File: config.mk
export PLATFORM = sky130hd
export DESIGN_NAME = if_fetch_unit
export DESIGN_NICKNAME = d
export VERILOG_FILES = /design/src/rtl/if_fetch_unit.sv
export SDC_FILE = /design/constraint.sdc
export NUM_CORES = 1
export LEC_CHECK = 0
export BUFFER_PORTS_ARGS = -buffer_cell sky130_fd_sc_hd__buf_2
export CELL_PAD_IN_SITES_DETAIL_PLACEMENT = 0
export CELL_PAD_IN_SITES_GLOBAL_PLACEMENT = 2
export CORE_ASPECT_RATIO = 1.4
export CORE_MARGIN = 2
export CORE_UTILIZATION = 35
export DETAILED_ROUTE_END_ITERATION = 7
export PLACE_DENSITY = 0.83
export RECOVER_POWER = 100
export SETUP_SLACK_MARGIN = 0.05
export SYNTH_ARGS = -nofsm -noshare
export SYNTH_HDL_FRONTEND = slang
export SYNTH_SLANG_ARGS = --single-unit
File: constraint.sdc
create_clock -name clk -period 3.25 [get_ports clk]
set_clock_uncertainty 0.05 [all_clocks]
set_input_delay 0.325 -clock clk [delete_from_list [all_inputs] [get_ports clk]]
set_output_delay 0.325 -clock clk [all_outputs]
set_load 0.02 [all_outputs]
File: src/rtl/if_fetch_unit.sv
// Instruction-fetch front end: PC generator and SRAM-like bus master feeding IF/ID.
// Optional IF_ALIGN_CHECK_EN adds if_excepttype_o and suppresses misaligned fetches.
module if_fetch_unit #(
  parameter logic [31:0] RESET_PC = 32'h0000_0000
) (
  input  logic        clk,
  input  logic        rst,
  input  logic [5:0]  stall,
  input  logic        flush,
  input  logic [31:0] new_pc,
  input  logic        branch_flag_i,
  input  logic [31:0] branch_target_address_i,
  input  logic [31:0] ibus_data_i,
  input  logic        ibus_ack_i,
  output logic        ibus_req_o,
  output logic [31:0] ibus_addr_o,
  output logic [31:0] if_pc,
  output logic [31:0] if_inst,
  output logic        stallreq_o
`ifdef IF_ALIGN_CHECK_EN
  ,
  output logic        if_excepttype_o
`endif
);

  typedef enum logic [1:0] {
    S_IDLE    = 2'd0,
    S_FETCH   = 2'd1,
    S_HOLD    = 2'd2,
    S_DISCARD = 2'd3
  } state_t;

  state_t      r_state;
  logic [31:0] r_pc;
  logic        r_pend_valid;
  logic [31:0] r_pend_tgt;
  logic [31:0] r_hold_inst;
  logic [31:0] r_disc_addr;

  logic        w_misalign;
  logic        w_done;
  logic        w_advance;
  logic        w_latch;
  logic [31:0] w_next_pc;
  logic        w_exc;
  logic        w_unused;

  assign w_unused = ^{stall[5:3], stall[1]};

`ifdef IF_ALIGN_CHECK_EN
  assign w_misalign = (r_pc[1:0] != 2'b00);
  assign if_excepttype_o = w_exc;
`else
  assign w_misalign = 1'b0;
`endif

  // A misaligned fetch completes immediately without touching the bus.
  assign w_done    = (r_state == S_FETCH) && (ibus_ack_i || w_misalign);
  assign w_advance = !stall[0] && (w_done || (r_state == S_HOLD));
  // Branch seen while the delay-slot fetch is still pending is remembered for later.
  assign w_latch   = branch_flag_i && !stall[2] && !w_advance && !flush
                     && (r_state != S_IDLE);

  // Next PC selection: live branch, then remembered branch, then sequential.
  always_comb begin
    w_next_pc = r_pc + 32'd4;
    if (branch_flag_i) begin
      w_next_pc = branch_target_address_i;
    end else if (r_pend_valid) begin
      w_next_pc = r_pend_tgt;
    end else begin
      w_next_pc = r_pc + 32'd4;
    end
  end

  // Fetch state machine, PC and pending-branch registers.
  always_ff @(posedge clk or negedge rst) begin
    if (!rst) begin
      r_state      <= S_IDLE;
      r_pc         <= RESET_PC;
      r_pend_valid <= 1'b0;
      r_pend_tgt   <= 32'h0000_0000;
      r_hold_inst  <= 32'h0000_0000;
      r_disc_addr  <= 32'h0000_0000;
    end else begin
      if (w_latch) begin
        r_pend_valid <= 1'b1;
        r_pend_tgt   <= branch_target_address_i;
      end
      case (r_state)
        S_IDLE: begin
          r_state <= S_FETCH;
        end
        S_FETCH: begin
          if (flush) begin
            r_pc         <= new_pc;
            r_pend_valid <= 1'b0;
            if (w_done) begin
              r_state <= S_FETCH;
            end else begin
              r_state     <= S_DISCARD;
              r_disc_addr <= r_pc;
            end
          end else if (w_done) begin
            if (!stall[0]) begin
              r_pc         <= w_next_pc;
              r_pend_valid <= 1'b0;
            end else begin
              r_hold_inst <= w_misalign ? 32'h0000_0000 : ibus_data_i;
              r_state     <= S_HOLD;
            end
          end
        end
        S_HOLD: begin
          if (flush) begin
            r_pc         <= new_pc;
            r_pend_valid <= 1'b0;
            r_state      <= S_FETCH;
          end else if (!stall[0]) begin
            r_pc         <= w_next_pc;
            r_pend_valid <= 1'b0;
            r_state      <= S_FETCH;
          end
        end
        S_DISCARD: begin
          // The abandoned request must still run to its ack before re-issuing.
          if (flush) begin
            r_pc         <= new_pc;
            r_pend_valid <= 1'b0;
          end
          if (ibus_ack_i) begin
            r_state <= S_FETCH;
          end
        end
        default: begin
          r_state <= S_IDLE;
        end
      endcase
    end
  end

  // Bus and IF/ID outputs; ack data passes straight through to IF/ID.
  always_comb begin
    ibus_req_o  = 1'b0;
    ibus_addr_o = 32'h0000_0000;
    if_pc       = 32'h0000_0000;
    if_inst     = 32'h0000_0000;
    stallreq_o  = 1'b0;
    w_exc       = 1'b0;
    case (r_state)
      S_FETCH: begin
        if (w_misalign) begin
          if_pc = r_pc;
          w_exc = 1'b1;
        end else begin
          ibus_req_o  = 1'b1;
          ibus_addr_o = r_pc;
          if (ibus_ack_i) begin
            if_pc   = r_pc;
            if_inst = ibus_data_i;
          end else begin
            stallreq_o = 1'b1;
          end
        end
      end
      S_HOLD: begin
        if_pc   = r_pc;
        if_inst = r_hold_inst;
      end
      S_DISCARD: begin
        ibus_req_o  = 1'b1;
        ibus_addr_o = r_disc_addr;
        stallreq_o  = 1'b1;
      end
      default: begin
        ibus_req_o = 1'b0;
      end
    endcase
  end

endmodule

# == Yosys cells after proc, flatten, opt, wreduce, memory -nomap -nowiden ==
# Cells that the tools add are included.
# word_totals
reg_bits,131
out_inout_bits,98
elab_cells,67
in_bits,107
# op_classes
n_eq_ne,8
n_mux,31
n_reduce_logical,19
n_addsub,1
n_bitwise,2
# ops
cell,count
32-bit two-way mux,9
32-bit one-hot mux with 2 select lines,3
32-bit one-hot mux with 3 select lines,1
"32-bit by 3-bit adder with 32-bit output, second input constant",1
2-bit two-way mux,7
"3-bit inequality test, second input constant",3
1-bit two-way mux,8
2-bit one-hot mux with 4 select lines,1
4-bit AND reduction,2
1-bit logical AND,6
3-bit AND reduction,2
"2-bit == test, second input constant",2
1-bit zero test,4
"2-bit inequality test, second input constant",2
1-bit one-hot mux with 3 select lines,1
3-bit nonzero test,1
"2-bit by 1-bit == test with 1-bit output, second input constant",1
2-bit zero test,1
1-bit inverter,2
1-bit one-hot mux with 2 select lines,1
2-bit nonzero test,1
2-bit OR reduction,1
1-bit logical OR,1

# == Longest topological paths before layout ==
# logic_depth
word_depth,13
mapped_depth,9
depth_no_buf,7

# == Worst setup path after synthesis ==
# OpenSTA, ideal clock, no wires.
# synth_timing
path_type,register to register
from,register r_state[1]
to,register r_pend_tgt[10]
arrival_ns,1.961
setup_slack_ns,1.114
n_path_buf,2
period_less_slack_ns,2.136
stages_incl_launch_ff,9
cell_sequence,dfrtp_1 > inv_1 > ha_1 > and2_1 > clkbuf_1 > nor2_1 > o21ai_1 > buf_2 > mux2_2
# synth_between
elab_chain_len,8
elab_cells_between_ends,10
cone_classes,eq/ne (2); reduce/logical (8)
# synth_rtl
element,line_no,text
from (decl),33,state_t r_state;
from (signal assigned),79,r_state <= S_IDLE;
from (signal assigned),92,r_state <= S_FETCH;
from (signal assigned),99,r_state <= S_FETCH;
2-bit by 1-bit == test with 1-bit output,58,assign w_done = (r_state == S_FETCH) && (ibus_ack_i || w_misalign);
1-bit logical AND,58,
1-bit logical OR,59,assign w_advance = !stall[0] && (w_done || (r_state == S_HOLD));
1-bit logical AND,59,
1-bit zero test,61,assign w_latch = branch_flag_i && !stall[2] && !w_advance && !flush
1-bit logical AND (2 in series),61,
1-bit logical AND (*),62,&& (r_state != S_IDLE);
to (signal assigned),88,r_pend_tgt <= branch_target_address_i;
to (decl),36,logic [31:0] r_pend_tgt;
# Mark *: on every way between the ends. The rest lies on a longest branch, timed or not.
# A chain may end at the register's enable or synchronous reset.

# == Worst setup path in the final report ==
# layout_timing
from,register r_state[1]
to,output stallreq_o
# layout_between
elab_chain_len,2
elab_cells_between_ends,3
cone_classes,eq/ne (2); mux (1)
# layout_rtl
element,line_no,text
2-bit == test or 2-bit by 1-bit == test with 1-bit output (tied branches),150,case (r_state)
1-bit one-hot mux with 2 select lines (*),150,
to (decl),19,output logic stallreq_o
# Marks and branches as above.

==> results.yml <==
clock_network:
  cts_tree: "yes"
  htree_levels: 4
  cts_made_buffers: 17
  clock-sinks: 131
  worstSkewPairLatency_ns: 0.42
  clock_path_buffers: 2
  cts.reportedPaths.clkPinSlew_ns: 0.06
  cts_root_buf: "clkbuf_16"
yosys:
  syn_inst: 735
  ys_ff_latch: 131
  syn-cell-area_um2: 7520
  syn_area_per_cell_um2: 10.2
  async_reset_ff_share_pct: 100
  synth_flop_cell: "dfrtp_1"
  synth_edf_count: 0
  ys_seq_area_share_pct: 43.6
  ys_warn_count: 0
  synthesis.nets: 848
  ys_types: 61
die:
  initial_utilization_pct: 35.6
  rows: 63
  die_w_um: 128
  io-pin-count: 205
  design.die.area_um2: 22700
  fp.dieH_um: 177
  core_area_um2: 21100
cells_and_area:
  drive_above_1_share_pct: 29.6
  layout_commonest_cell: "dfrtp_1"
  design_area_um2: 9280
  layout_common_cells: "131 x dfrtp_1, 114 x buf_2, 92 x mux2_2"
  nFillCells: 2157
  nets: 1020
  syn_to_final_growth_pct: 23.4
outcome:
  outcome: "finished with violations"
  violations: "max-capacitance violations, max-slew violations"
setup_path:
  crit_arrival_ns: 2.43
  criticalPathCategory: "reg -> out"
  endpoint_kind: "output pin"
  crit_path_start: "r_state[1]"
  required_ns: 2.87
  path_max_fanout: 38
  rr_startpoint: "r_state[0]"
  cp-start-kind: "flip-flop"
placed_design:
  dp_hpwl_mm: 16.4
  place_area_um2: 8740
  io_buffers: 200
  gp_congestion: 0.824
sta:
  hold_violations: 0
  tns_ns: 0
  setup_viol: 0
  rsz0062_at_grt: "false"
  period_share_pct: 86.2
  slew_viol_final: 94
  clock.fmax_ghz: 0.357
  min_period_ns: 2.80
  worst_pin_slew_ns: 1.76
  max-slew-margin-rel_pct: -17.3
power:
  ir_worst_vdd_mv: 0.450
  p_leak_nw: 3.90
  powerDensity_nw_per_um2: 1070
global_routing:
  grt_pass1_wl_mm: 36.8
  grt_max_degree: 65
  antenna_found_initial: 10
  gr-total-overflow: 0
  grt_pass1_vias: 6527
  grt_usage_pct: 20.9
detailed_routing:
  routed_via_density: 5.50
  antenna_left: 0
  vias: 6511
  wl_per_cell_um: 19.6
  route.detailed.drc: 0
  dr.first_iter.drc_count: 423
  wl_mm: 23.2
  dr.pass1.iters: 5
flow_run:
  cap_viol_max_count: 2
hold_path:
  min_from: "ibus_data_i[5]"
  hold_path_class: "in -> reg"
metal layers:
metal,global-route usage [%],vias up,part of all wire [%]
li1,-,3096,-
met1,26.5,3162,43
met2,34.8,207,49
met3,5.19,36,5.9
met4,7.01,10,1.9
met5,0,-,0.25
report_power, final:
group / internal, mW / switching [mW] / leakage, nW
logic: 1.86 / 2.73 / 2.05
registers: 2.46 / 0.790 / 1.54
clock network: 1.38 / 0.718 / 0.314
total: 5.70 / 4.24 / 3.90
worst max-delay path, stage by stage, from the launching register on:
cell and delay (ns):
dfrtp_1 0.41, inv_1 0.13, ha_1 0.22, clkbuf_2 0.67, nor2b_1 0.26, nor2_1 0.08
inv_1 0.09, buf_2 0.16
Yosys cell counts (3+ instances only):
| library cell | instances | area share [%] |
|---|---|---|
| nor4_1 | 4 | 0.33 |
| o31ai_1 | 15 | 1.5 |
| or3_1 | 4 | 0.33 |
| a22oi_1 | 37 | 3.7 |
| a221oi_1 | 17 | 2.0 |
| a221o_1 | 5 | 0.67 |
| or2_2 | 4 | 0.33 |
| a31oi_1 | 9 | 0.75 |
| dfrtp_1 | 131 | 44 |
| nand2b_1 | 17 | 1.4 |
| buf_1 | 8 | 0.40 |
| nor2b_1 | 35 | 2.9 |
| ha_1 | 6 | 1.0 |
| o22ai_1 | 7 | 0.58 |
| nand3_1 | 19 | 1.3 |
| nand4_1 | 12 | 1.0 |
| nor3_1 | 8 | 0.53 |
| mux2i_1 | 3 | 0.40 |
| buf_2 | 11 | 0.73 |
| clkbuf_1 | 45 | 2.2 |
| o21ai_0 | 30 | 2.0 |
| o2bb2ai_1 | 3 | 0.35 |
| and2_1 | 33 | 2.7 |
| and3_1 | 6 | 0.50 |
| nor2_1 | 30 | 1.5 |
| a31o_2 | 4 | 0.47 |
| a32o_1 | 9 | 1.2 |
| inv_1 | 10 | 0.50 |
| a2bb2oi_1 | 3 | 0.35 |
| mux2_2 | 92 | 14 |
| nand2_1 | 34 | 1.7 |
| a21oi_1 | 15 | 1.0 |
| a22o_1 | 32 | 3.7 |
through the flow:
stage	utilization [%]	power (mW)	worst slack (ns)	instances	hold WS [ns]
finish	43.9	9.94	0.449	1183	0.100
global placement	41.4	7.98	0.911	1147	0.313
detailed placement	41.4	8.05	0.870	1147	0.311
floorplan	-	6.51	1.11	735	-0.0206
global route	43.9	10.6	0.198	1181	0.0920
CTS	44.5	10.2	0.539	1179	0.0793
area by class of cell:
cell class,instances,area [um^2],area share [%]
timing repair buffer,219,1040,11.2
multi-input combinational,527,3940,42.4
sequential,131,3280,35.3
inverter,11,41.3,0.445
clock inverter,9,150,1.62
clock buffer,22,494,5.33
antenna,4,10.0,0.108
tap,260,325,3.51
cell families (layout without fill, tap and decap cells):
| family | after synthesis | in the layout | share of synthesized area [%] |
|---|---|---|---|
| flops | 131 | 131 | 43.6 |
| compound gates | 201 | 201 | 19.9 |
| buf+inv | 77 | 261 | 4.13 |
| other cells | 0 | 4 | 0 |
| xor+xnor | 3 | 3 | 0.350 |
| fa+ha+maj | 6 | 6 | 0.998 |
| mux | 95 | 95 | 14.2 |
| simple gates | 222 | 222 | 16.8 |
final timing paths:
| check | end | depth (start not counted) | slack (ns) |
|---|---|---|---|
| min in group asynchronous | r_hold_inst[2] | 2 | 0.82 |
| min | r_hold_inst[5] | 2 | 0.10 |
| min reg2reg | r_disc_addr[12] | 2 | 0.43 |
| max | stallreq_o | 7 | 0.45 |
| max in group asynchronous | r_hold_inst[26] | 3 | 0.84 |
| max reg2reg | r_pc[31] | 5 | 0.49 |
timing repair:
| action | CTS | global route |
|---|---|---|
| hold buffers | 1 | 0 |
| hold endpoints to repair | 62 | 0 |
| buffers inserted | 0 | 0 |
| gates resized for setup | 0 | 0 |
registers in the layout (all words and copies together) (netlist names):
register / flops
r_hold_inst: 32
r_disc_addr: 32
r_state: 2
r_pc: 32
r_pend_tgt: 32
r_pend_valid: 1
Note: power is estimated with default switching activity, not from simulation.
